### src/rtl/sort_pkg.sv
// Shared types and constants for the Core-Sort front end.
// Holds the loader state encoding, the count-width helper and the padding word.
package sort_pkg;

  typedef enum logic [1:0] {
    FILL  = 2'd0,
    PAD   = 2'd1,
    ISSUE = 2'd2
  } loader_state_t;

  // Padding is all-ones so that it sorts to the top slots; users slice the low SIZE_DATA bits.
  localparam int PAD_MAX_W = 64;
  localparam logic [PAD_MAX_W-1:0] PAD_ALL_ONES = {PAD_MAX_W{1'b1}};

  function automatic int count_width(input int num_data);
    return $clog2(num_data + 1);
  endfunction

endpackage

### src/rtl/sort_input_loader.sv
// Serial-to-parallel loader: collects NUM_DATA words over valid/ready, pads short
// frames with all-ones and issues the vector with a one-cycle strobe.
module sort_input_loader
  import sort_pkg::*;
#(
  parameter int SIZE_DATA = 8,
  parameter int NUM_DATA  = 8
) (
  input  logic                                i_clk,
  input  logic                                i_rst_n,
  input  logic [SIZE_DATA-1:0]                i_data,
  input  logic                                i_valid,
  input  logic                                i_last,
  output logic                                o_ready,
  output logic [SIZE_DATA*NUM_DATA-1:0]       o_data_vec,
  output logic                                o_vec_valid,
  output logic [count_width(NUM_DATA)-1:0]    o_count
);

  localparam int IDX_W = $clog2(NUM_DATA);
  localparam int CNT_W = count_width(NUM_DATA);
  localparam logic [SIZE_DATA-1:0] PAD_WORD = PAD_ALL_ONES[SIZE_DATA-1:0];
  localparam logic [IDX_W-1:0] IDX_LAST = IDX_W'(NUM_DATA - 1);
  localparam logic [IDX_W-1:0] IDX_ONE  = IDX_W'(1);
  localparam logic [CNT_W-1:0] CNT_FULL = CNT_W'(NUM_DATA);
  localparam logic [CNT_W-1:0] CNT_ONE  = CNT_W'(1);

  if (NUM_DATA < 2 || (NUM_DATA & (NUM_DATA - 1)) != 0) begin : g_bad_num_data
    $error("sort_input_loader: NUM_DATA must be a power of two and at least 2");
  end
  if (SIZE_DATA < 1 || SIZE_DATA > PAD_MAX_W) begin : g_bad_size_data
    $error("sort_input_loader: SIZE_DATA out of range");
  end

  loader_state_t                          state_r, state_nxt_s;
  logic [IDX_W-1:0]                       idx_r, idx_nxt_s;
  logic [CNT_W-1:0]                       cnt_r, cnt_nxt_s;
  logic [NUM_DATA-1:0][SIZE_DATA-1:0]     stage_r, stage_nxt_s;
  logic                                   accept_s;

  // Next-state, staging writes and padding.
  always_comb begin
    state_nxt_s = state_r;
    idx_nxt_s   = idx_r;
    cnt_nxt_s   = cnt_r;
    stage_nxt_s = stage_r;
    accept_s    = o_ready && i_valid && (state_r == FILL);
    case (state_r)
      FILL: begin
        if (accept_s) begin
          stage_nxt_s[idx_r] = i_data;
          if (idx_r == IDX_LAST) begin
            idx_nxt_s   = '0;
            state_nxt_s = ISSUE;
          end else if (i_last) begin
            idx_nxt_s   = idx_r + IDX_ONE;
            cnt_nxt_s   = CNT_W'(idx_r) + CNT_ONE;
            state_nxt_s = PAD;
          end else begin
            idx_nxt_s   = idx_r + IDX_ONE;
            state_nxt_s = FILL;
          end
        end else begin
          state_nxt_s = FILL;
        end
      end
      PAD: begin
        for (int k = 0; k < NUM_DATA; k++) begin
          if (CNT_W'(k) >= cnt_r) begin
            stage_nxt_s[k] = PAD_WORD;
          end else begin
            stage_nxt_s[k] = stage_r[k];
          end
        end
        state_nxt_s = ISSUE;
      end
      ISSUE: begin
        idx_nxt_s   = '0;
        state_nxt_s = FILL;
      end
      default: begin
        idx_nxt_s   = '0;
        state_nxt_s = FILL;
      end
    endcase
  end

  // State, staging and registered outputs; o_data_vec only moves on entry to ISSUE.
  always_ff @(posedge i_clk or negedge i_rst_n) begin
    if (!i_rst_n) begin
      state_r     <= FILL;
      idx_r       <= '0;
      cnt_r       <= '0;
      stage_r     <= '0;
      o_ready     <= 1'b0;
      o_vec_valid <= 1'b0;
      o_data_vec  <= '0;
      o_count     <= '0;
    end else begin
      state_r     <= state_nxt_s;
      idx_r       <= idx_nxt_s;
      cnt_r       <= cnt_nxt_s;
      stage_r     <= stage_nxt_s;
      o_ready     <= (state_nxt_s == FILL);
      o_vec_valid <= (state_nxt_s == ISSUE);
      if (state_nxt_s == ISSUE) begin
        o_data_vec <= stage_nxt_s;
        o_count    <= (state_r == PAD) ? cnt_r : CNT_FULL;
      end
    end
  end

endmodule

### config.mk
export PLATFORM = sky130hd
export DESIGN_NAME = sort_input_loader
export DESIGN_NICKNAME = d
export VERILOG_FILES = /design/src/rtl/sort_pkg.sv /design/src/rtl/sort_input_loader.sv
export SDC_FILE = /design/constraint.sdc
export NUM_CORES = 1
export LEC_CHECK = 0
export ABC_AREA = 1
export CAP_MARGIN = 20
export CORE_MARGIN = 8
export CORE_UTILIZATION = 40
export CTS_CLUSTER_DIAMETER = 200
export CTS_CLUSTER_SIZE = 14
export DETAILED_ROUTE_END_ITERATION = 10
export PLACE_DENSITY = 0.72
export REMOVE_ABC_BUFFERS = 1
export SYNTH_ARGS = -nofsm -noshare
export SYNTH_HDL_FRONTEND = slang
export SYNTH_SLANG_ARGS = --single-unit
### constraint.sdc
create_clock -name i_clk -period 1.7 [get_ports i_clk]
set_input_delay 0.34 -clock i_clk [delete_from_list [all_inputs] [get_ports i_clk]]
set_output_delay 0.34 -clock i_clk [all_outputs]
set_load 0.05 [all_outputs]
==> impl_results.md, run 1 <==
* Vias at 4817
* Count of different cell masters after synthesis at 24
* Via density at 4.94
* Run status: complete, no violations
* Final non-filler cell total at 975
* Combinational family with the most area after synthesis: simple AND/OR/NAND/NOR gates
* Endpoint of the worst register-to-register path: o_data_vec[35]$_DFFE_PN0N_
* Antenna viol nets, final at 0
* Critical-path maximum fanout at 48
* Clock group share of total power at 22.3%
* Max-capacitance violation count at 0
* Maximum number of pins on one net before global-route repair at 68
* Final worst path period need at 1.60 ns
* Register-to-register setup slack at 0.10 ns
* Setup WS post-layout at 0.104 ns
* Critical path startpoint: idx_r[1]$_DFFE_PN0P_
* Clk Tree Root Cell: sky130_fd_sc_hd__clkbuf_16
* Pre-Repair DR Iteration Count at 7
* Static leakage power at 3.89 nW
* Fraction of final layout cells sized beyond drive strength 1 at 21.9%
* Grt peak-use layer: met2
* Core region area at 14400 um2
* P_int at 9.86 mW
* Top-area cell type share of the netlist area at 60.9%
* Xor and xnor area share after synthesis at 0%
* Data arrival, critical path at 1.90 ns
* Placement Setup Slack at -0.273 ns
* Maximum count of clock buffers along a single path at 2
* Total power per unit cell area at 2270 nW/um2
* P_sw at 7.71 mW
* Diode count at 0
* Switching share of total power at 43.9%
* Skew final at 0.0121 ns
* Fin crit share at 93.9%
* CTS tree: done
* Average detailed-routed wire length per instance at 15.3 um
* Most frequent standard cell in the layout excluding fill and tap cells: sky130_fd_sc_hd__nand2_1
* Worst slew pin tran at 0.465 ns
* Synth-to-layout area growth at 31.8%
* GR Layer Usage met3 at 4.38%
* Effective utilization at floorplan at 40.7%
* Total number of clock tree sinks at 143
* Chip width at 137 um
* Portion of the post-synthesis area used by sequential elements at 60.9%
* Violation count after the first detailed-route iteration at 424
* Die height at 137 um
* Power share of the sequential group at 32.1%
* Kind of capture point of the worst setup path: flip-flop
* Sort of element at the start of the critical path: flip-flop
* Combinational group share of total power at 45.6%
* Average cell area after synthesis at 8.95 um2
* Antenna violations before repair at 0
* Drt total wl at 14900 um
* Worst hold slack at 0.275 ns
* Simple-gate share of the synthesized area at 32.1%
* Max Transition Viols Final at 0
* Total of flip-flops plus latches after synthesis at 143
* Number of buffers created by CTS at 17
* Clock insertion delay at the later pin of the skew report at 0.42 ns
* CTS H-tree depth at 4
* Required time at the endpoint of the critical path at 2.01 ns
* Boundary Pins at 82
* Post-detailed-route DRC marker count at 0
* VDD IR-drop max at 1.45 mV
* Final hold violation count at 0
* Post-synth top area cell: sky130_fd_sc_hd__dfrtp_1
* Critical register-to-register path startpoint: idx_r[1]$_DFFE_PN0P_
* Path depth of the worst reg2reg path at 8
* Remaining global-route overflow at 0
* Inst Count DP at 939
* Vias in the first global route at 4767
* First-pass GRT wire length at 24400 um
* Maximum clock rate at 0.627 GHz
* HPWL after DPL at 10000 um
* Multi-input gate area at 2050 um2
* Std-Cell Rows at 44
* Multiplexer area fraction after synthesis at 0%
* Kind of critical path: flip-flop to flip-flop
* Cell count after synthesis at 656
* Mapped Area at 5870 um2
* Setup repair after global routing missed its margin: no
* Storage cell area at 3580 um2
* Nets at 792
* CTS clk-pin slew, worst paths at 0.06 ns
* Compound-Gate Fraction of Synth Area at 1.51%
* Warnings, synthesis at 0
* Adder-cell share of the synthesized area at 0.426%
* Die area at 18800 um2
* Met1 Track Usage GR at 22.1%
* CP endpoint: o_data_vec[35]$_DFFE_PN0N_
* Classification of the worst-slack hold path: input pin to async pin
* Commonest cells after routing, fill and taps aside: sky130_fd_sc_hd__nand2_1 (284), sky130_fd_sc_hd__dfrtp_1 (142), sky130_fd_sc_hd__buf_4 (109)
* Total Routing Usage GR at 16.8%
* Final setup viols at 0
* FILL cells at 1335
* Rel. slew slack at 69.0%
* Number of I/O port buffers at 81
* Routing usage on met2 at 26.1%
* Placer Congestion at 0.839
* Total power at 17.6 mW
* Biggest area contributors in the synthesized netlist: sky130_fd_sc_hd__dfrtp_1 (61%), sky130_fd_sc_hd__nand2_1 (18%), sky130_fd_sc_hd__nand3_1 (9.2%), sky130_fd_sc_hd__nand4_1 (2.6%), sky130_fd_sc_hd__inv_1 (1.7%)
==> metal layers <==
metal  vias up  share of wire (%)
li1       2375                  -
met1      2313                 46
met2       115                 48
met3        14                4.8
met4         0                1.3
met5         -                  0
==> worst max-delay path: stages, from the launching register on <==
cell and delay (ns):
sky130_fd_sc_hd__dfrtp_1 0.39, sky130_fd_sc_hd__ha_1 0.17, sky130_fd_sc_hd__ha_1 0.18, sky130_fd_sc_hd__inv_2 0.06, sky130_fd_sc_hd__o21ai_4 0.23, sky130_fd_sc_hd__inv_2 0.10
sky130_fd_sc_hd__buf_12 0.20, sky130_fd_sc_hd__nand2_1 0.08, sky130_fd_sc_hd__nand2_1 0.06
==> cell type report <==
cell class | instances | share of cell area, %
clock buffer | 21 | 5.95
tap | 184 | 2.97
inverter | 30 | 1.50
clock inverter | 11 | 2.09
sequential | 143 | 46.2
timing repair buffer | 131 | 14.8
multi-input combinational | 455 | 26.5
==> metrics by stage <==
step	area [um2]	TNS [ns]	util, %
after floorplan	5690	-133.08	-
after global placement	7020	-20.37	48.7
after detailed placement	7020	-22.47	48.7
after CTS	7650	0	53.1
after global routing	7740	0	53.7
final	7740	0	53.7
==> cell families after synthesis <==
family / count (synthesis)
buffers and inverters: 58
DFF: 143
AOI/OAI and AO/OA: 16
and+or+nand+nor: 437
adders and majority gates: 2
==> registers in the layout, indices dropped and copies added, names as in the netlist <==
register / flops
o_ready: 1
o_data_vec: 64
state_r: 2
idx_r: 3
cnt_r: 4
o_vec_valid: 1
o_count: 4
stage_r: 64
==> how the worst min path moves through the flow <==
stage	depth (start not counted)	endpoint
final	2	o_data_vec[33]$_DFFE_PN0N_
after floorplan	0	cnt_r[0]$_DFFE_PN0P_
after detailed placement	1	o_data_vec[61]$_DFFE_PN0N_
after global placement	1	o_data_vec[33]$_DFFE_PN0N_
after CTS	2	o_data_vec[33]$_DFFE_PN0N_
after global routing	2	o_data_vec[33]$_DFFE_PN0N_
==> synthesized netlist by cell type, drive strengths merged <==
library cell	number
nand2	287
dfrtp	143
nand3	110
inv	28
nand4	24
buf	23
nor2	15
o21ai	14
clkbuf	5
clkinv	2
ha	2
and2	1
o22ai	1
o32ai	1
==> power groups by stage <==
stage | clock network, mW | registers, mW | logic [mW]
after floorplan | 0 | 8.50 | 2.30
after global placement | 0 | 5.66 | 7.83
after detailed placement | 0 | 5.68 | 7.92
after CTS | 3.98 | 5.65 | 7.97
after global routing | 4.11 | 5.82 | 8.64
final | 3.92 | 5.64 | 8.01
==> repair_timing <==
| item | in CTS | in global routing |
|---|---|---|
| hold buffers | 1 | 0 |
| setup buffers | 0 | 2 |
| resized for setup | 0 | 13 |
| endpoints found under the setup margin | 0 | 47 |
| endpoints found under the hold margin | 108 | 0 |
No activity file was read; power rests on OpenSTA's default activity.
==> inputs of run 2 (changes only) <==
CORE_ASPECT_RATIO = 0.6   (was default)
==> impl_results.md, run 2 (synthesized netlist as in run 1, its figures left out) <==
* Number of I/O port buffers at 81 (unchanged)
* Fraction of final layout cells sized beyond drive strength 1 at 22.7% (+0.87 points)
* Final worst path period need at 1.66 ns (+0.0677 ns)
* Commonest cells after routing, fill and taps aside: sky130_fd_sc_hd__nand2_1 (284), sky130_fd_sc_hd__dfrtp_1 (141), sky130_fd_sc_hd__buf_4 (109)
* Average detailed-routed wire length per instance at 16.3 um (+6.6%)
* HPWL after DPL at 10800 um (+7.6%)
* Most frequent standard cell in the layout excluding fill and tap cells: sky130_fd_sc_hd__nand2_1
* Critical-path maximum fanout at 29 (-40%)
* CTS tree: done
* Vias at 4954 (+2.8%)
* Critical register-to-register path startpoint: idx_r[0]$_DFFE_PN0P_
* Final hold violation count at 0 (unchanged)
* Total number of clock tree sinks at 143 (unchanged)
* Worst hold slack at 0.387 ns (+0.112 ns)
* First-pass GRT wire length at 25600 um (+4.9%)
* Endpoint of the worst register-to-register path: o_data_vec[25]$_DFFE_PN0N_
* Remaining global-route overflow at 0 (unchanged)
* Register-to-register setup slack at 0.04 ns (-0.07 ns)
* CTS H-tree depth at 4 (unchanged)
* Data arrival, critical path at 1.97 ns (+0.07 ns)
* Final setup viols at 0 (unchanged)
* Path depth of the worst reg2reg path at 8 (unchanged)
* Largest registers in the final layout: o_data_vec x64, stage_r x64
* Max Transition Viols Final at 0 (unchanged)
* Placement Setup Slack at -0.274 ns (-0.00174 ns)
* Kind of critical path: flip-flop to flip-flop
* Final total negative setup slack at 0 ns (unchanged)
* Std-Cell Rows at 34 (-23%)
* Max-capacitance violation count at 0 (unchanged)
* Fin crit share at 97.9% (+4.0 points)
* Clk Tree Root Cell: sky130_fd_sc_hd__clkbuf_16
* Boundary Pins at 82 (unchanged)
* Synth-to-layout area growth at 33.4%
* Pre-Repair DR Iteration Count at 5 (-2)
* Die area at 18900 um2 (+0.68%)
* Setup WS post-layout at 0.0362 ns (-0.0677 ns)
* Clock insertion delay at the later pin of the skew report at 0.42 ns (about the same)
* Drt total wl at 16200 um (+8.7%)
* Total power per unit cell area at 2260 nW/um2 (-0.22%)
* Maximum number of pins on one net before global-route repair at 47 (-31%)
* Die height at 110 um (-20%)
* Final core occ at 54.3% (+0.66 points)
* Rel. slew slack at 72.5% (+3.4 points)
* Classification of the worst-slack hold path: input pin to async pin
* Kind of capture point of the worst setup path: flip-flop
* Nets at 797 (+0.63%)
* Number of buffers created by CTS at 17 (unchanged)
* Antenna viol nets, final at 0 (unchanged)
* Antenna violations before repair at 0 (unchanged)
* Run status: complete, no violations
* Placer Congestion at 0.831 (-0.96%)
* Diode count at 0 (unchanged)
* Worst slew pin tran at 0.413 ns (-0.0515 ns)
* Maximum clock rate at 0.601 GHz (-4.1%)
* Total Routing Usage GR at 17.5% (+0.68 points)
* Violation count after the first detailed-route iteration at 490 (+16%)
* Via density at 4.98 (+0.88%)
* Maximum count of clock buffers along a single path at 2 (unchanged)
* Skew final at 0.00655 ns (-0.00552 ns)
* CTS clk-pin slew, worst paths at 0.06 ns (about the same)
* Chip width at 172 um (+26%)
* Sort of element at the start of the critical path: flip-flop
* Vias in the first global route at 4778 (+0.23%)
* Required time at the endpoint of the critical path at 2.01 ns (about the same)
* Static leakage power at 3.93 nW (+1.1%)
* VDD IR-drop max at 1.36 mV (-5.8%)
* Core region area at 14400 um2 (about the same)
* FILL cells at 1274 (-4.6%)
* Post-detailed-route DRC marker count at 0 (unchanged)
* Setup repair after global routing missed its margin: yes
* Effective utilization at floorplan at 40.7% (about the same)
run 2: cell count changes in the layout (fill, tap and decap cells not counted), moves of 2 or more:
| cell | delta |
|---|---|
| sky130_fd_sc_hd__inv_2 | -2 |
| sky130_fd_sc_hd__clkbuf_1 | -2 |
| sky130_fd_sc_hd__clkinv_4 | +5 |
| sky130_fd_sc_hd__clkinv_2 | -4 |
| sky130_fd_sc_hd__buf_12 | +3 |
| sky130_fd_sc_hd__buf_6 | +2 |
| sky130_fd_sc_hd__inv_1 | +2 |
run 2: report_power, final:
| part | switching, mW | internal (mW) | total, mW |
|---|---|---|---|
| logic | 5.66 | 2.49 | 8.16 |
| clock network | 1.52 | 2.37 | 3.89 |
| registers | 0.792 | 4.91 | 5.70 |
| total | 7.98 | 9.77 | 17.7 |
run 2: area by class of cell:
type	instances	area, um2	area share, %
inverter	30	115	1.47
tap	198	248	3.16
timing repair buffer	136	1230	15.7
clock buffer	18	439	5.61
multi-input combinational	455	2040	26.1
clock inverter	14	183	2.33
sequential	143	3580	45.7
run 2: worst max path at each step:
stage	from	end	slack (ns)	cells after the start
after floorplan	o_ready$_DFF_PN0_	o_count[0]$_DFFE_PN0N_	-1.76	7
after global placement	i_valid	o_data_vec[25]$_DFFE_PN0N_	-0.25	9
after detailed placement	i_valid	o_data_vec[25]$_DFFE_PN0N_	-0.27	9
after CTS	idx_r[0]$_DFFE_PN0P_	o_data_vec[7]$_DFFE_PN0N_	0.03	8
after global routing	idx_r[0]$_DFFE_PN0P_	o_data_vec[25]$_DFFE_PN0N_	-0.04	8
final	idx_r[0]$_DFFE_PN0P_	o_data_vec[25]$_DFFE_PN0N_	0.04	8
run 2: through the flow:
step	cell area [um2]	power [mW]	std cells
floorplan	5690	10.8	628
global placement	7100	13.6	956
detailed placement	7100	13.7	956
CTS	7730	17.7	989
global route	7840	18.7	994
finish	7840	17.7	994
run 2: layer usage:
| layer | wire length [um] | part of all wire [%] | track usage, % |
|---|---|---|---|
| met1 | 8150 | 50 | 25.7 |
| met2 | 6730 | 41 | 24.9 |
| met3 | 1180 | 7.3 | 4.02 |
| met4 | 176 | 1.1 | 5.88 |
| met5 | 0 | 0 | 0 |
run 2: worst max-delay path, stage by stage (launching register included):
cell,delay (ns)
sky130_fd_sc_hd__dfrtp_1,0.42
sky130_fd_sc_hd__ha_1,0.22
sky130_fd_sc_hd__ha_1,0.20
sky130_fd_sc_hd__inv_2,0.12
sky130_fd_sc_hd__o21ai_4,0.10
sky130_fd_sc_hd__buf_4,0.17
sky130_fd_sc_hd__buf_12,0.16
sky130_fd_sc_hd__nand2_1,0.11
sky130_fd_sc_hd__nand2_1,0.06
run 2: what timing repair did:
action | in CTS | in global routing
pin swaps | 0 | 2
setup endpoints to repair | 1 | 67
hold endpoints to repair | 30 | 0
hold buffers | 1 | 0
cloned | 0 | 1
resized for setup | 2 | 13
buffers inserted | 0 | 4
